==> config.mk <==
export PLATFORM = sky130hd
export DESIGN_NAME = crack_search_ctrl
export DESIGN_NICKNAME = d
export VERILOG_FILES = /design/src/rtl/crack_search_ctrl.sv
export SDC_FILE = /design/constraint.sdc
export NUM_CORES = 1
export LEC_CHECK = 0
export ABC_AREA = 1
export CORE_AREA = 2 2 385 387
export CTS_CLUSTER_SIZE = 10
export DETAILED_ROUTE_END_ITERATION = 12
export DIE_AREA = 0 0 387 389
export HOLD_SLACK_MARGIN = 0.05
export SETUP_SLACK_MARGIN = 0.15
export SLEW_MARGIN = 20
export SYNTH_ARGS = -nofsm -noshare
export SYNTH_HDL_FRONTEND = slang
export SYNTH_SLANG_ARGS = --single-unit
==> constraint.sdc <==
create_clock -name clk -period 16.55 [get_ports clk]
set_clock_uncertainty 0.15 [all_clocks]
set_input_delay 3.31 -clock clk [delete_from_list [all_inputs] [get_ports clk]]
set_output_delay 3.31 -clock clk [all_outputs]
set_load 0.005 [all_outputs]
==> src/rtl/crack_search_ctrl.sv <==
// Brute-force decimal candidate generator, result comparator and BCD ms timer.
// Define CRACK_PROGRESS_EN to add the tested_cnt BCD progress output.
module crack_bcd_add #(
  parameter int N = 2
) (
  input  logic [N*4-1:0] value,
  input  logic [3:0]     addend,
  output logic [N*4-1:0] sum,
  output logic           carry
);
  logic [4:0] acc;
  logic [3:0] c;

  always_comb begin
    sum = '0;
    c   = addend;
    acc = '0;
    for (int d = 0; d < N; d++) begin
      acc = {1'b0, value[d*4 +: 4]} + {1'b0, c};
      if (acc >= 5'd10) begin
        sum[d*4 +: 4] = 4'(acc - 5'd10);
        c = 4'd1;
      end else begin
        sum[d*4 +: 4] = acc[3:0];
        c = 4'd0;
      end
    end
    carry = (c != 4'd0);
  end
endmodule

module crack_search_ctrl #(
  parameter int NUM_LANES   = 3,
  parameter int DIGITS      = 8,
  parameter int TIME_DIGITS = 7,
  parameter int TICK_DIV    = 100000
) (
  input  logic                          clk,
  input  logic                          reset_n,
  input  logic                          start,
  input  logic                          abort,
  input  logic [127:0]                  target_hash,
  output logic                          issue_valid,
  input  logic                          issue_ready,
  output logic [NUM_LANES-1:0]          issue_mask,
  output logic [NUM_LANES*DIGITS*8-1:0] issue_cand,
  input  logic [NUM_LANES-1:0]          res_valid,
  input  logic [NUM_LANES*128-1:0]      res_hash,
  input  logic [NUM_LANES*DIGITS*8-1:0] res_cand,
  output logic                          busy,
  output logic                          found,
  output logic                          exhausted,
  output logic [DIGITS*8-1:0]           answer,
`ifdef CRACK_PROGRESS_EN
  output logic [DIGITS*4-1:0]           tested_cnt,
`endif
  output logic [TIME_DIGITS*4-1:0]      time_bcd
);
  localparam int CW  = DIGITS * 4;
  localparam int AW  = DIGITS * 8;
  localparam int TW  = TIME_DIGITS * 4;
  localparam int PW  = (TICK_DIV > 1) ? $clog2(TICK_DIV) : 1;
  localparam int OW  = 16;
  localparam int OW1 = OW + 1;

  typedef enum logic [2:0] {IDLE, SEARCH, DRAIN, FOUND, EXHAUSTED} state_t;
  state_t state_reg, state_next;

  logic [127:0]         target_reg;
  logic [CW-1:0]        cnt_reg [NUM_LANES];
  logic [CW-1:0]        cnt_sum [NUM_LANES];
  logic                 ovf_reg [NUM_LANES];
  logic [NUM_LANES-1:0] ovf_vec, cnt_carry, match;
  logic [OW-1:0]        outstanding_reg, outstanding_next;
  logic [OW:0]          out_sum;
  logic [AW-1:0]        answer_reg, match_cand;
  logic                 found_reg, exhausted_reg, match_any;
  logic [PW-1:0]        presc_reg;
  logic [TW-1:0]        time_reg, time_sum;
  logic                 time_carry;
  logic                 busy_c, xfer, start_ok, all_ovf_next;
  logic [3:0]           iss_cnt, res_cnt;

  function automatic logic [3:0] popcnt(input logic [NUM_LANES-1:0] v);
    logic [3:0] n;
    n = 4'd0;
    for (int i = 0; i < NUM_LANES; i++) n = n + {3'b000, v[i]};
    return n;
  endfunction

  assign busy_c       = (state_reg == SEARCH) || (state_reg == DRAIN);
  assign issue_valid  = (state_reg == SEARCH);
  assign xfer         = issue_valid && issue_ready;
  assign start_ok     = start && !abort && !busy_c;
  assign all_ovf_next = &(ovf_vec | cnt_carry);

  genvar gi, gd;
  generate
    for (gi = 0; gi < NUM_LANES; gi++) begin : g_lane
      crack_bcd_add #(.N(DIGITS)) u_add (
        .value  (cnt_reg[gi]),
        .addend (4'(NUM_LANES)),
        .sum    (cnt_sum[gi]),
        .carry  (cnt_carry[gi])
      );
      assign ovf_vec[gi]    = ovf_reg[gi];
      assign issue_mask[gi] = issue_valid && !ovf_reg[gi];
      assign match[gi]      = res_valid[gi] && (res_hash[gi*128 +: 128] == target_reg);
      for (gd = 0; gd < DIGITS; gd++) begin : g_digit
        assign issue_cand[gi*AW + gd*8 +: 8] = {4'h3, cnt_reg[gi][gd*4 +: 4]};
      end
      // Lane gi walks gi, gi+N, gi+2N ... so the lanes interleave the space.
      always_ff @(posedge clk) begin
        if (!reset_n || start_ok) begin
          cnt_reg[gi] <= CW'(gi);
          ovf_reg[gi] <= 1'b0;
        end else if (xfer) begin
          cnt_reg[gi] <= cnt_sum[gi];
          ovf_reg[gi] <= ovf_reg[gi] | cnt_carry[gi];
        end
      end
    end
  endgenerate

  // Scan high to low so the lowest matching lane is the one that sticks.
  always_comb begin
    match_any  = 1'b0;
    match_cand = '0;
    for (int i = NUM_LANES - 1; i >= 0; i--) begin
      if (match[i]) begin
        match_any  = 1'b1;
        match_cand = res_cand[i*AW +: AW];
      end
    end
  end

  assign iss_cnt = xfer ? popcnt(issue_mask) : 4'd0;
  assign res_cnt = popcnt(res_valid);
  assign out_sum = {1'b0, outstanding_reg} + OW1'(iss_cnt);
  assign outstanding_next = (out_sum < OW1'(res_cnt)) ? '0 : OW'(out_sum - OW1'(res_cnt));

  always_ff @(posedge clk) begin
    if (!reset_n) state_reg <= IDLE;
    else          state_reg <= state_next;
  end

  always_comb begin
    state_next = state_reg;
    case (state_reg)
      IDLE, FOUND, EXHAUSTED: if (start) state_next = SEARCH;
      SEARCH: begin
        if (match_any)                  state_next = FOUND;
        else if (xfer && all_ovf_next)  state_next = DRAIN;
      end
      DRAIN: begin
        if (match_any)                  state_next = FOUND;
        else if (outstanding_next == '0) state_next = EXHAUSTED;
      end
      default: state_next = IDLE;
    endcase
    if (abort) state_next = IDLE;
  end

  crack_bcd_add #(.N(TIME_DIGITS)) u_time (
    .value  (time_reg),
    .addend (4'd1),
    .sum    (time_sum),
    .carry  (time_carry)
  );

  always_ff @(posedge clk) begin
    if (!reset_n) begin
      target_reg      <= '0;
      outstanding_reg <= '0;
      answer_reg      <= {DIGITS{8'h30}};
      found_reg       <= 1'b0;
      exhausted_reg   <= 1'b0;
      presc_reg       <= '0;
      time_reg        <= '0;
    end else if (start_ok) begin
      target_reg      <= target_hash;
      outstanding_reg <= '0;
      found_reg       <= 1'b0;
      exhausted_reg   <= 1'b0;
      presc_reg       <= '0;
      time_reg        <= '0;
    end else if (busy_c) begin
      outstanding_reg <= outstanding_next;
      if (!abort && match_any) begin
        answer_reg <= match_cand;
        found_reg  <= 1'b1;
      end else if (!abort && state_reg == DRAIN && outstanding_next == '0) begin
        exhausted_reg <= 1'b1;
      end
      // A carry out of the top digit means all 9s: hold there.
      if (presc_reg == PW'(TICK_DIV - 1)) begin
        presc_reg <= '0;
        if (!time_carry) time_reg <= time_sum;
      end else begin
        presc_reg <= presc_reg + PW'(1);
      end
    end
  end

`ifdef CRACK_PROGRESS_EN
  logic [CW-1:0] tested_reg, tested_sum;
  logic          tested_carry;

  crack_bcd_add #(.N(DIGITS)) u_tested (
    .value  (tested_reg),
    .addend (res_cnt),
    .sum    (tested_sum),
    .carry  (tested_carry)
  );

  always_ff @(posedge clk) begin
    if (!reset_n || start_ok) tested_reg <= '0;
    else if (busy_c)          tested_reg <= tested_carry ? {DIGITS{4'h9}} : tested_sum;
  end

  assign tested_cnt = tested_reg;
`endif

  assign busy      = busy_c;
  assign found     = found_reg;
  assign exhausted = exhausted_reg;
  assign answer    = answer_reg;
  assign time_bcd  = time_reg;
endmodule

==> results.sh <==
export IMPL_crit_path_max_incr_delay_ps=430
export IMPL_rsz0062_at_grt="false"
export IMPL_hold_ws_ps=323
export IMPL_drive_gt1_share_pct=6.12
export IMPL_synth_most_common_cell="nand2_1"
export IMPL_tightest_slew_ps=1440
export IMPL_ys_types=56
export IMPL_nNetsFinal=6051
export IMPL_grt_start_max_net_pins=147
export IMPL_setup_slack_ps=4710
export IMPL_critical_path_top_delay_family="adder cells"
export IMPL_io_pins=1003
export IMPL_power_frac_seq_pct=32.0
export IMPL_critPathKind="flip-flop to flip-flop"
export IMPL_die_h_um=389
export IMPL_overflow=0
export IMPL_tns_ps=0
export IMPL_status="finished clean"
export IMPL_grt_antenna_before_repair=105
export IMPL_cts_made_buffers=52
export IMPL_rows=141
export IMPL_post_route_period_util_pct=71.5
export IMPL_arrival_ps=12230
export IMPL_clk_path_buf_depth=3
export IMPL_drc=0
export IMPL_p_int_uw=1960
export IMPL_finalCriticalPeriod_ps=11840
export IMPL_hpwl_um=185000
export IMPL_power_share_clock_pct=36.4
export IMPL_cts_tree="yes"
export IMPL_first_pass_iters=8
export IMPL_crit_buf_inv=16
export IMPL_cts_root_buf="clkbuf_16"
export IMPL_reg2reg_from="cnt_reg[1][0]"
export IMPL_grt_total_usage_pct=27.0
export IMPL_fin_util_pct=27.8
export IMPL_synth_async_reset_ratio_pct=0
export IMPL_place_ws_ps=4860
export IMPL_avgViaCountPerCell=4.88
export IMPL_synth_top_area_cell="dfxtp_1"
export IMPL_first_global_vias=33100
export IMPL_numClockSinks=357
export IMPL_crit_required_ps=16950
export IMPL_syn_inst=4389
export IMPL_cts_setup_buffers=0
export IMPL_power_density_nw_per_um2=76.9
export IMPL_syn_avg_cell_area_um2=6.44
export IMPL_drv_cap=0
export IMPL_synthDominantCellAreaShare_pct=18.3
export IMPL_worstPathMaxFanout=6
export IMPL_yosysWarnings=0
export IMPL_synth_edf_count=99
export IMPL_hold_buffers=0
export IMPL_crit_top_cell="ha_1"
export IMPL_yosysSeqAreaShare_pct=28.8
export IMPL_post_route_cell_area_um2=40800
export IMPL_ir_drop_mv=0.0876
export IMPL_vias=35300
export IMPL_post_dp_cell_area_um2=39100
export IMPL_drt_initial_drc_count=3678
export IMPL_worstSetupEndpointType="flip-flop"
export IMPL_cp_start_kind="flip-flop"
export IMPL_ys_ff_latch=357
export IMPL_cp_startpoint="cnt_reg[1][0]"
export IMPL_die_area_um2=151000
export IMPL_setup_viol=0
export IMPL_cts_resized=0
export IMPL_relSlewSlack_pct=3.16
export IMPL_p_switching_uw=1180
export IMPL_cts_clk_slew_worst_paths_ps=60
export IMPL_synthTopCellsByCount="nand2_1 (864), nor2_1 (641), inv_1 (523), nand3_1 (302), o21ai_0 (298)"
export IMPL_fillers=16200
export IMPL_final_hold_viol_count=0
export IMPL_drv_slew=0
export IMPL_p_sw_share_pct=37.6
export IMPL_p_leak_uw=0.0174
export IMPL_min_from="exhausted"
export IMPL_portBuffers=906
export IMPL_clock_latency_ps=670
export IMPL_area_growth_pct=44.3
export IMPL_cp_slowest_cell="edfxtp_1"
export IMPL_core_area_um2=147000
export IMPL_initial_utilization_pct=19.3
export IMPL_p_comb_share_pct=31.5
export IMPL_synth_area_leaders="dfxtp_1 (18%), nand2_1 (11%), edfxtp_1 (11%)"
export IMPL_largest_reg_flops=128
export IMPL_gp_congestion=1.07
export IMPL_hp_class="flip-flop to flip-flop"
export IMPL_fp_dieW_um=387
export IMPL_h_tree_depth=2
export IMPL_syn_area_um2=28300
export IMPL_wl_um=213000
export IMPL_routedWlPerCell_um=29.5
export IMPL_fmax_mhz=84.5
export IMPL_grt_first_pass_wirelength_um=280000
export IMPL_synth_ff_type="dfxtp_1"
export IMPL_ant_nets=0
layout make-up:
class                           count  area [um^2]  area share, %
Multi-Input combinational cell   3361        17300           42.4
Timing Repair Buffer              925         9230           22.6
Sequential cell                   357         8140           19.9
Tap cell                         1930         2410           5.92
Inverter                          540         2030           4.97
Clock buffer                       72         1450           3.55
Clock inverter                     22          216          0.530
Antenna cell                       20         50.0          0.123
layout by cell type (no fill, tap or decap), types with 18 or more instances in the layout:
cell type	instances
conb_1	96
nor2_1	640
ha_1	98
xnor2_1	72
clkbuf_16	53
clkdlybuf4s50_1	905
edfxtp_1	99
buf_4	18
diode_2	20
nor3_1	69
dfxtp_1	258
a21oi_1	232
or2_2	164
a211oi_1	18
inv_1	523
nand4_1	244
nand3_1	301
xor2_1	104
o21ai_0	298
nand2_1	861
nor3b_1	20
power by group through the flow:
stage               Combinational (uW)  Clock (uW)  Sequential [uW]
floorplan                          437           0             1010
global placement                   953           0             1020
detailed placement                 957           0             1020
CTS                                961        1180             1000
global route                      1040        1200             1010
finish                             990        1140             1010
worst min-delay path, cell delays in order (launching register included):
cell,delay [ps]
dfxtp_1,320
nor2_1,50
nor2_1,70
path summary, 6_finish.rpt:
check / depth (start not counted) / slack, ps / endpoint
setup / recovery: 72 / 4710 / state_reg[0]
hold / removal: 2 / 320 / exhausted
setup reg to reg: 72 / 4710 / state_reg[0]
hold reg to reg: 2 / 320 / exhausted
kinds of logic after synthesis:
family,Yosys count,synth area share (%)
mux,7,0.279
xor+xnor,176,5.45
other cells,2,0.0266
buf+inv,765,11.5
simple gates,2376,38.0
flops,357,28.8
compound gates,604,11.3
fa+ha+maj,102,4.62
routing by layer:
layer | vias up | GRT usage (%) | wire [um]
met3 | 371 | 7.64 | 20900
li1 | 16000 | - | -
met1 | 16900 | 35.3 | 90600
met2 | 1956 | 42.6 | 93200
met4 | 56 | 9.10 | 8140
met5 | - | 0 | 323
through the flow:
stage	cells	power, uW
6_report	7227	3140
3_3_place_gp	7113	1970
5_1_grt	7214	3250
2_1_floorplan	4483	1450
4_1_cts	7207	3150
3_5_place_dp	7113	1980
Note: power is estimated with default switching activity, not from simulation.
